## src/rtl/sram_arbiter_pkg.sv

```systemverilog
// Shared requester IDs, default widths and helpers for the two-client SRAM arbiter.
package sram_arbiter_pkg;

  typedef enum logic {
    REQ_A = 1'b0,
    REQ_B = 1'b1
  } req_id_e;

  localparam int DEF_ADDR_W = 4;
  localparam int DEF_DATA_W = 4;
  localparam int STATS_W    = 8;
  localparam int BURST_W    = 4;

  function automatic req_id_e other_req(input req_id_e id);
    if (id == REQ_A) return REQ_B;
    return REQ_A;
  endfunction

endpackage

```

## src/rtl/sram_arbiter_rr_pick2.sv

```systemverilog
// Two-way round-robin picker with a bounded burst allowance; owns the
// priority pointer and burst counter and emits a one-hot grant.
module rr_pick2
  import sram_arbiter_pkg::*;
#(
  parameter int BURST_MAX = 1
) (
  input  logic       clk,
  input  logic       rst_n,
  input  logic [1:0] req_i,
  output logic [1:0] gnt_o
);

  localparam logic [BURST_W:0] BURST_LIM = (BURST_W + 1)'(BURST_MAX);

  req_id_e            ptr_q, ptr_d, win;
  logic [BURST_W-1:0] cnt_q, cnt_d;
  logic [BURST_W:0]   cnt_inc;
  logic [1:0]         req_v;
  logic               both;

  // No grant may be issued while reset is held, even with requests raised.
  assign req_v   = rst_n ? req_i : 2'b00;
  assign both    = &req_v;
  assign cnt_inc = {1'b0, cnt_q} + (BURST_W + 1)'(1);

  always_comb begin
    win   = ptr_q;
    gnt_o = 2'b00;
    ptr_d = ptr_q;
    cnt_d = cnt_q;
    if (req_v == 2'b01) win = REQ_A;
    else if (req_v == 2'b10) win = REQ_B;
    if (req_v != 2'b00) begin
      gnt_o = (win == REQ_A) ? 2'b01 : 2'b10;
      if (both && (cnt_inc >= BURST_LIM)) begin
        ptr_d = other_req(win);
        cnt_d = '0;
      end else if (win == ptr_q) begin
        // Saturate at the limit so a long solo run cannot wrap the counter.
        cnt_d = (cnt_inc >= BURST_LIM) ? BURST_LIM[BURST_W-1:0] : cnt_inc[BURST_W-1:0];
      end else begin
        ptr_d = win;
        cnt_d = (BURST_W)'(1);
      end
    end
  end

  always_ff @(posedge clk or negedge rst_n) begin
    if (!rst_n) begin
      ptr_q <= REQ_A;
      cnt_q <= '0;
    end else begin
      ptr_q <= ptr_d;
      cnt_q <= cnt_d;
    end
  end

endmodule

```

## src/rtl/sram_arbiter.sv

```systemverilog
// Shares one single-port synchronous SRAM between requesters A and B.
// Define ARB_STATS_EN to add saturating per-requester grant counters.
module sram_arbiter
  import sram_arbiter_pkg::*;
#(
  parameter int ADDR_W    = DEF_ADDR_W,
  parameter int DATA_W    = DEF_DATA_W,
  parameter int BURST_MAX = 1
) (
  input  logic              clk,
  input  logic              rst_n,
  input  logic              a_req,
  input  logic              a_we,
  input  logic [ADDR_W-1:0] a_addr,
  input  logic [DATA_W-1:0] a_wdata,
  output logic              a_gnt,
  output logic              a_rvalid,
  output logic [DATA_W-1:0] a_rdata,
  input  logic              b_req,
  input  logic              b_we,
  input  logic [ADDR_W-1:0] b_addr,
  input  logic [DATA_W-1:0] b_wdata,
  output logic              b_gnt,
  output logic              b_rvalid,
  output logic [DATA_W-1:0] b_rdata,
  output logic              mem_we,
  output logic [ADDR_W-1:0] mem_addr,
  output logic [DATA_W-1:0] mem_wdata,
  input  logic [DATA_W-1:0] mem_rdata
`ifdef ARB_STATS_EN
  ,
  output logic [STATS_W-1:0] a_gnt_cnt,
  output logic [STATS_W-1:0] b_gnt_cnt
`endif
);

  logic [1:0] gnt;
  logic       a_rvalid_q, a_rvalid_d;
  logic       b_rvalid_q, b_rvalid_d;

  rr_pick2 #(
    .BURST_MAX(BURST_MAX)
  ) u_pick (
    .clk  (clk),
    .rst_n(rst_n),
    .req_i({b_req, a_req}),
    .gnt_o(gnt)
  );

  assign a_gnt = gnt[REQ_A];
  assign b_gnt = gnt[REQ_B];

  always_comb begin
    mem_we    = 1'b0;
    mem_addr  = '0;
    mem_wdata = '0;
    if (a_gnt) begin
      mem_we    = a_we;
      mem_addr  = a_addr;
      mem_wdata = a_wdata;
    end else if (b_gnt) begin
      mem_we    = b_we;
      mem_addr  = b_addr;
      mem_wdata = b_wdata;
    end
  end

  // The SRAM read port has one cycle of latency; rvalid tracks it exactly.
  assign a_rvalid_d = a_gnt & ~a_we;
  assign b_rvalid_d = b_gnt & ~b_we;

  always_ff @(posedge clk or negedge rst_n) begin
    if (!rst_n) begin
      a_rvalid_q <= 1'b0;
      b_rvalid_q <= 1'b0;
    end else begin
      a_rvalid_q <= a_rvalid_d;
      b_rvalid_q <= b_rvalid_d;
    end
  end

  assign a_rvalid = a_rvalid_q;
  assign b_rvalid = b_rvalid_q;
  assign a_rdata  = a_rvalid_q ? mem_rdata : '0;
  assign b_rdata  = b_rvalid_q ? mem_rdata : '0;

`ifdef ARB_STATS_EN
  logic [STATS_W-1:0] gnt_cnt_q [2];

  for (genvar gi = 0; gi < 2; gi++) begin : g_stats
    always_ff @(posedge clk or negedge rst_n) begin
      if (!rst_n) gnt_cnt_q[gi] <= '0;
      else if (gnt[gi] && !(&gnt_cnt_q[gi])) gnt_cnt_q[gi] <= gnt_cnt_q[gi] + STATS_W'(1);
    end
  end

  assign a_gnt_cnt = gnt_cnt_q[0];
  assign b_gnt_cnt = gnt_cnt_q[1];
`endif

endmodule

```

## config.mk

```make
export PLATFORM = sky130hd
export DESIGN_NAME = sram_arbiter
export DESIGN_NICKNAME = d
export VERILOG_FILES = /design/src/rtl/sram_arbiter_pkg.sv /design/src/rtl/sram_arbiter_rr_pick2.sv /design/src/rtl/sram_arbiter.sv
export SDC_FILE = /design/constraint.sdc
export NUM_CORES = 1
export LEC_CHECK = 0
export CAP_MARGIN = 20
export CORE_MARGIN = 2
export CORE_UTILIZATION = 31
export DETAILED_ROUTE_END_ITERATION = 16
export GPL_TIMING_DRIVEN = 0
export MAX_ROUTING_LAYER = met4
export PLACE_DENSITY = 0.79
export REMOVE_ABC_BUFFERS = 1
export SLEW_MARGIN = 20
export SYNTH_ARGS = -nofsm -noshare
export SYNTH_HDL_FRONTEND = slang
export SYNTH_HIERARCHICAL = 1
export SYNTH_SLANG_ARGS = --single-unit
```

## constraint.sdc

```tcl
create_clock -name clk -period 1.8 [get_ports clk]
set_input_delay 0.27 -clock clk [delete_from_list [all_inputs] [get_ports clk]]
set_output_delay 0.27 -clock clk [all_outputs]
set_load 0.01 [all_outputs]
```

; ---- Word-level counts from Yosys, hierarchy flattened
; Index checks and enable logic that the tools add are counted.
[word_totals]
input_bits = 26
memories = 0
ramBits = 0
mem_bits_ro = 0
reg_bits = 7
latchBits = 0
output_inout_bits = 21
word_cells = 41
[op_classes]
eq_ne = 4
add_sub_neg = 1
n_lt_le_gt_ge = 1
reduce_logical = 4
mul = 0
div_mod_pow = 0
n_bitwise = 4
mux = 23
shifts = 0
[ops]
columns = operator, n
row1 = $mux 4, 9
row2 = $mux 1, 11
row3 = $mux 2, 3
row4 = $add 4x1->5 const B, 1
row5 = $ge 5x1->1 const B, 1
row6 = $reduce_and 2->1, 2
row7 = $and 1x1->1, 2
row8 = $eq 2x1->1 const B, 1
row9 = $eq 2x2->1 const B, 1
row10 = $ne 2x1->1 const B, 1
row11 = $not 1->1, 2
row12 = $reduce_bool 2->1, 1
row13 = $eq 1x1->1, 1
row14 = $logic_and 1x1->1, 1

; ---- Logic depth before layout (Yosys ltp)
[depth]
word_depth = 9
ltp_mapped = 5
ltp_nobuf = 5

; ---- Cells and area by module
; The synthesis kept the hierarchy.
[modules_own_cells]
columns = module, seq_area_each_um2, area_per_inst_um2, n_inst, cells_per_inst
row1 = rr_pick2, 125.1, 330.3, 1, 33
row2 = sram_arbiter, 50.0, 217.7, 1, 26

; ---- Least setup slack after synthesis
; OpenSTA, ideal clock, no wires.
[synth_timing]
kind = register to output
from = register u_pick.ptr_q
to = output port mem_addr[0]
required_ns = 1.530
slack_ns = 0.272
arrival_ns = 1.258
path_buffers = 1
path_stages_with_launch = 6
path_cell_list = dfrtp_1 nand2b_1 and3_1 nor2b_1 buf_6 a22o_1
[synth_between]
elab_chain_cells = 6
[synth_rtl]
columns = item, line
row1 = start: declaration, sram_arbiter_rr_pick2.sv:16  ; req_id_e ptr_q, ptr_d, win;
row2 = start signal: assignment, sram_arbiter_rr_pick2.sv:54  ; ptr_q <= ptr_d;
row3 = $mux 1, sram_arbiter_rr_pick2.sv:33  ; else if (req_v == 2'b10) win = REQ_B;
row4 = $mux 1, sram_arbiter_rr_pick2.sv:32  ; if (req_v == 2'b01) win = REQ_A;
row5 = $mux 2, sram_arbiter_rr_pick2.sv:35  ; gnt_o = (win == REQ_A) ? 2'b01 : 2'b10;
row6 = $mux 2, sram_arbiter_rr_pick2.sv:34  ; if (req_v != 2'b00) begin
row7 = via b_gnt, sram_arbiter.sv:23  ; output logic b_gnt,
row8 = $mux 4, sram_arbiter.sv:61  ; end else if (b_gnt) begin
row9 = $mux 4, sram_arbiter.sv:57  ; if (a_gnt) begin
row10 = end: declaration, sram_arbiter.sv:27  ; output logic [ADDR_W-1:0] mem_addr,
; The timed path passes the listed nets, and every way through them passes these cells.

; ---- Worst setup path after layout
[layout_timing]
from = register u_pick.ptr_q
to = output port mem_addr[2]
[layout_between]
elab_chain_cells = 6
[layout_rtl]
columns = item, line
row1 = $mux 1 (*), sram_arbiter_rr_pick2.sv:33
row2 = $mux 1 (*), sram_arbiter_rr_pick2.sv:32
row3 = $mux 2 (*), sram_arbiter_rr_pick2.sv:35
row4 = $mux 2 (*), sram_arbiter_rr_pick2.sv:34
row5 = $mux 4, sram_arbiter.sv:61
row6 = $mux 4 (*), sram_arbiter.sv:57
; Every way passes the cells marked *; elsewhere a longest branch is shown, timed or not.

==> flow_metrics.env <==
export IMPL_min_from="rst_n"
export IMPL_violations="setup timing"
export IMPL_powerDensity_mw_per_mm2=623
export IMPL_synth_avg_cell_area_sq_um=9.29
export IMPL_track_usage_pct=21.8
export IMPL_hold_depth=3
export IMPL_worstPathArrival_ns=1.61
export IMPL_clock_skew_ns=0.00410
export IMPL_mostFrequentLayoutCells="clkdlybuf4s50_1, and2_1, buf_2, a22o_1, dfrtp_1"
export IMPL_r2r_end="u_pick/ptr_q"
export IMPL_r2r_cells=5
export IMPL_area_delta_synth_final_pct=107
export IMPL_required_ns=1.53
export IMPL_clock_sinks=7
export IMPL_drtAntennaViolNets=0
export IMPL_fill_cells=137
export IMPL_ys_ff_latch=7
export IMPL_maxSlewViolCount=0
export IMPL_p_leak_uw=0.000524
export IMPL_worstSetupStartpointType="register"
export IMPL_tightest_slew_ns=0.348
export IMPL_critical_path_class="reg2out"
export IMPL_crit_chain="nand2b_4 > and3_4 > nor2b_4 > a22o_1 > clkdlybuf4s15_2"
export IMPL_syn_cell_area_sq_um=548
export IMPL_coreArea_sq_mm=0.00169
export IMPL_fin_crit_ns=1.88
export IMPL_grt_max_degree=11
export IMPL_final_common_cell="clkdlybuf4s50_1"
export IMPL_min_path_type="in2reg"
export IMPL_highest_layer="met4"
export IMPL_cts_buffers=3
export IMPL_utilization_pct=67.1
export IMPL_critPathBufInv=1
export IMPL_antenna_found_initial=0
export IMPL_die_area_sq_mm=0.00212
export IMPL_stdcell_area_sq_mm=0.00113
export IMPL_wl_met2_mm=1.13
export IMPL_wl_mm=2.07
export IMPL_dp_hpwl_mm=1.47
export IMPL_rows=15
export IMPL_synthFlopType="dfrtp_1"
export IMPL_cpPeakStageDelay_ns=0.41
export IMPL_grt_pass1_wl_mm=3.08
export IMPL_grt_ovfl_total=0
export IMPL_irDropWorstVdd_v=0.000585
export IMPL_period_share_pct=104
export IMPL_ys_types=26
export IMPL_grt_pass1_vias=650
export IMPL_min_to="u_pick/cnt_q[1]"
export IMPL_post_dp_cell_area_sq_mm=0.00101
export IMPL_rsz0062_at_grt="yes"
export IMPL_clock_latency_ns=0.26
export IMPL_ctsLongestPathBuffers=2
export IMPL_crit_path_end_kind="output pin"
export IMPL_die_w_um=46.0
export IMPL_place_ws_ns=-1.48
export IMPL_met3WireLength_um=150
export IMPL_die_y_um=46.0
export IMPL_r2r_slack_ns=0.33
export IMPL_synthCells=59
export IMPL_clock_fmax_ghz=0.532
export IMPL_synth_edf_count=0
export IMPL_tritoncts="yes"
export IMPL_setup_viol=5
export IMPL_yosysSeqAreaShare_pct=32.0
export IMPL_dr_pass1_iters=4
export IMPL_layout_drive_gt1_share_pct=28.2
export IMPL_tns_ns=-0.327
export IMPL_drc=0
export IMPL_slew_limit_headroom_pct=76.7
export IMPL_first_iter_violations=22
export IMPL_finalHoldViolCount=0
export IMPL_cpMaxStageDelayCell="dfrtp_2"
export IMPL_drt_wirelength_per_cell_um=15.5
export IMPL_vias=687
export IMPL_place_gp_congestion=0.764
export IMPL_clkTransAtPathRegs_ns=0.05
export IMPL_io_pin_count=47
export IMPL_h_tree_depth=1
export IMPL_cp_max_fo=6
export IMPL_initial_utilization_pct=32.4
export IMPL_rr_startpoint="u_pick/cnt_q[0]"
export IMPL_status="finished, violations left"
export IMPL_fin_nets=146
export IMPL_async_flop_share_pct=100
export IMPL_vias_per_cell=5.13
export IMPL_diodes=0
export IMPL_cp_top_family="simple AND/OR/NAND/NOR gates"
export IMPL_setup_slack_ns=-0.0807
export IMPL_portBuffers=46
export IMPL_wl_met1_um=727
export IMPL_maxCapViolations=0
export IMPL_clockRootBuffer="clkbuf_4"
export IMPL_yosys_warnings=6
[cell usage after synthesis (2+ instances only)]
| master | instances | area (sq um) |
|---|---|---|
| and2_1 | 9 | 56.3 |
| a22o_1 | 8 | 70.1 |
| dfrtp_1 | 7 | 175 |
| inv_1 | 4 | 15.0 |
| nand2_1 | 4 | 15.0 |
| nor2_1 | 3 | 11.3 |
| nor2b_1 | 3 | 18.8 |
| a21oi_1 | 2 | 10.0 |
| ha_1 | 2 | 25.0 |
[logic make-up (layout without fill, tap and decap cells)]
| logic type | after synthesis | count (layout) | synth area share, % |
|---|---|---|---|
| AO/OA/AOI/OAI | 19 | 19 | 27.9 |
| adder cells (fa/ha/maj) | 2 | 2 | 4.57 |
| buffers and inverters | 6 | 64 | 5.71 |
| flip-flops | 7 | 7 | 32.0 |
| multiplexers | 1 | 1 | 1.83 |
| AND/OR/NAND/NOR | 24 | 24 | 28.1 |
[metrics by stage]
stage | power (uW) | std cells | hold slack [ns]
2_1_floorplan | 345 | 57 | -0.0256
3_3_place_gp | 487 | 120 | 0.493
3_5_place_dp | 498 | 120 | 0.499
4_1_cts | 695 | 133 | 0.392
5_1_grt | 745 | 134 | 0.429
6_report | 706 | 134 | 0.416
[sequential cells by signal, indices dropped and copies added (netlist names)]
register	cells
a_rvalid	1
b_rvalid	1
u_pick/cnt_q	4
u_pick/ptr_q	1
[power breakdown]
group,total (uW),leakage [uW],switching [uW],internal (uW)
Clock,145,0.0000150,60.2,84.7
Sequential,196,0.0000903,19.1,177
Combinational,365,0.000418,151,214
Total,706,0.000524,230,476
[metal layers]
layer | vias up | global-route usage [%]
li1 | 330 | -
met1 | 315 | 22.3
met2 | 36 | 35.8
met3 | 6 | 7.94
met4 | 0 | 11.4
met5 | - | -
[tightest hold or removal path, delay by kind of cell]
family | cells | cell delay [ns]
buffers and inverters | 1 | 0.15
AO/OA/AOI/OAI | 1 | 0.12
AND/OR/NAND/NOR | 1 | 0.09
[repair_timing]
item	in CTS	in global routing
hold buffers	1	0
pin swaps	1	2
gates resized for setup	51	6
setup buffers	8	1
endpoints found under the hold margin	7	0
setup endpoints to repair	12	10
[area by class of cell]
type	count	area, sq um	share of cell area (%)
Tap cell	17	21.3	1.88
Inverter	4	15.0	1.32
Multi-Input combinational cell	46	375	33.1
Timing Repair Buffer	56	519	45.8
Clock buffer	4	26.3	2.32
Sequential cell	7	176	15.6
[worst max-delay path by stage]
stage | start | endpoint | slack, ns | depth (start not counted)
6_report | u_pick/ptr_q | mem_addr[2] | -0.08 | 5
5_1_grt | u_pick/ptr_q | mem_addr[2] | -0.12 | 5
4_1_cts | u_pick/ptr_q | mem_addr[0] | -0.03 | 6
3_5_place_dp | rst_n | mem_we | -1.48 | 6
3_3_place_gp | rst_n | mem_wdata[3] | -1.44 | 6
2_1_floorplan | u_pick/ptr_q | mem_addr[0] | -0.02 | 3
Note: power is estimated with default switching activity, not from simulation.
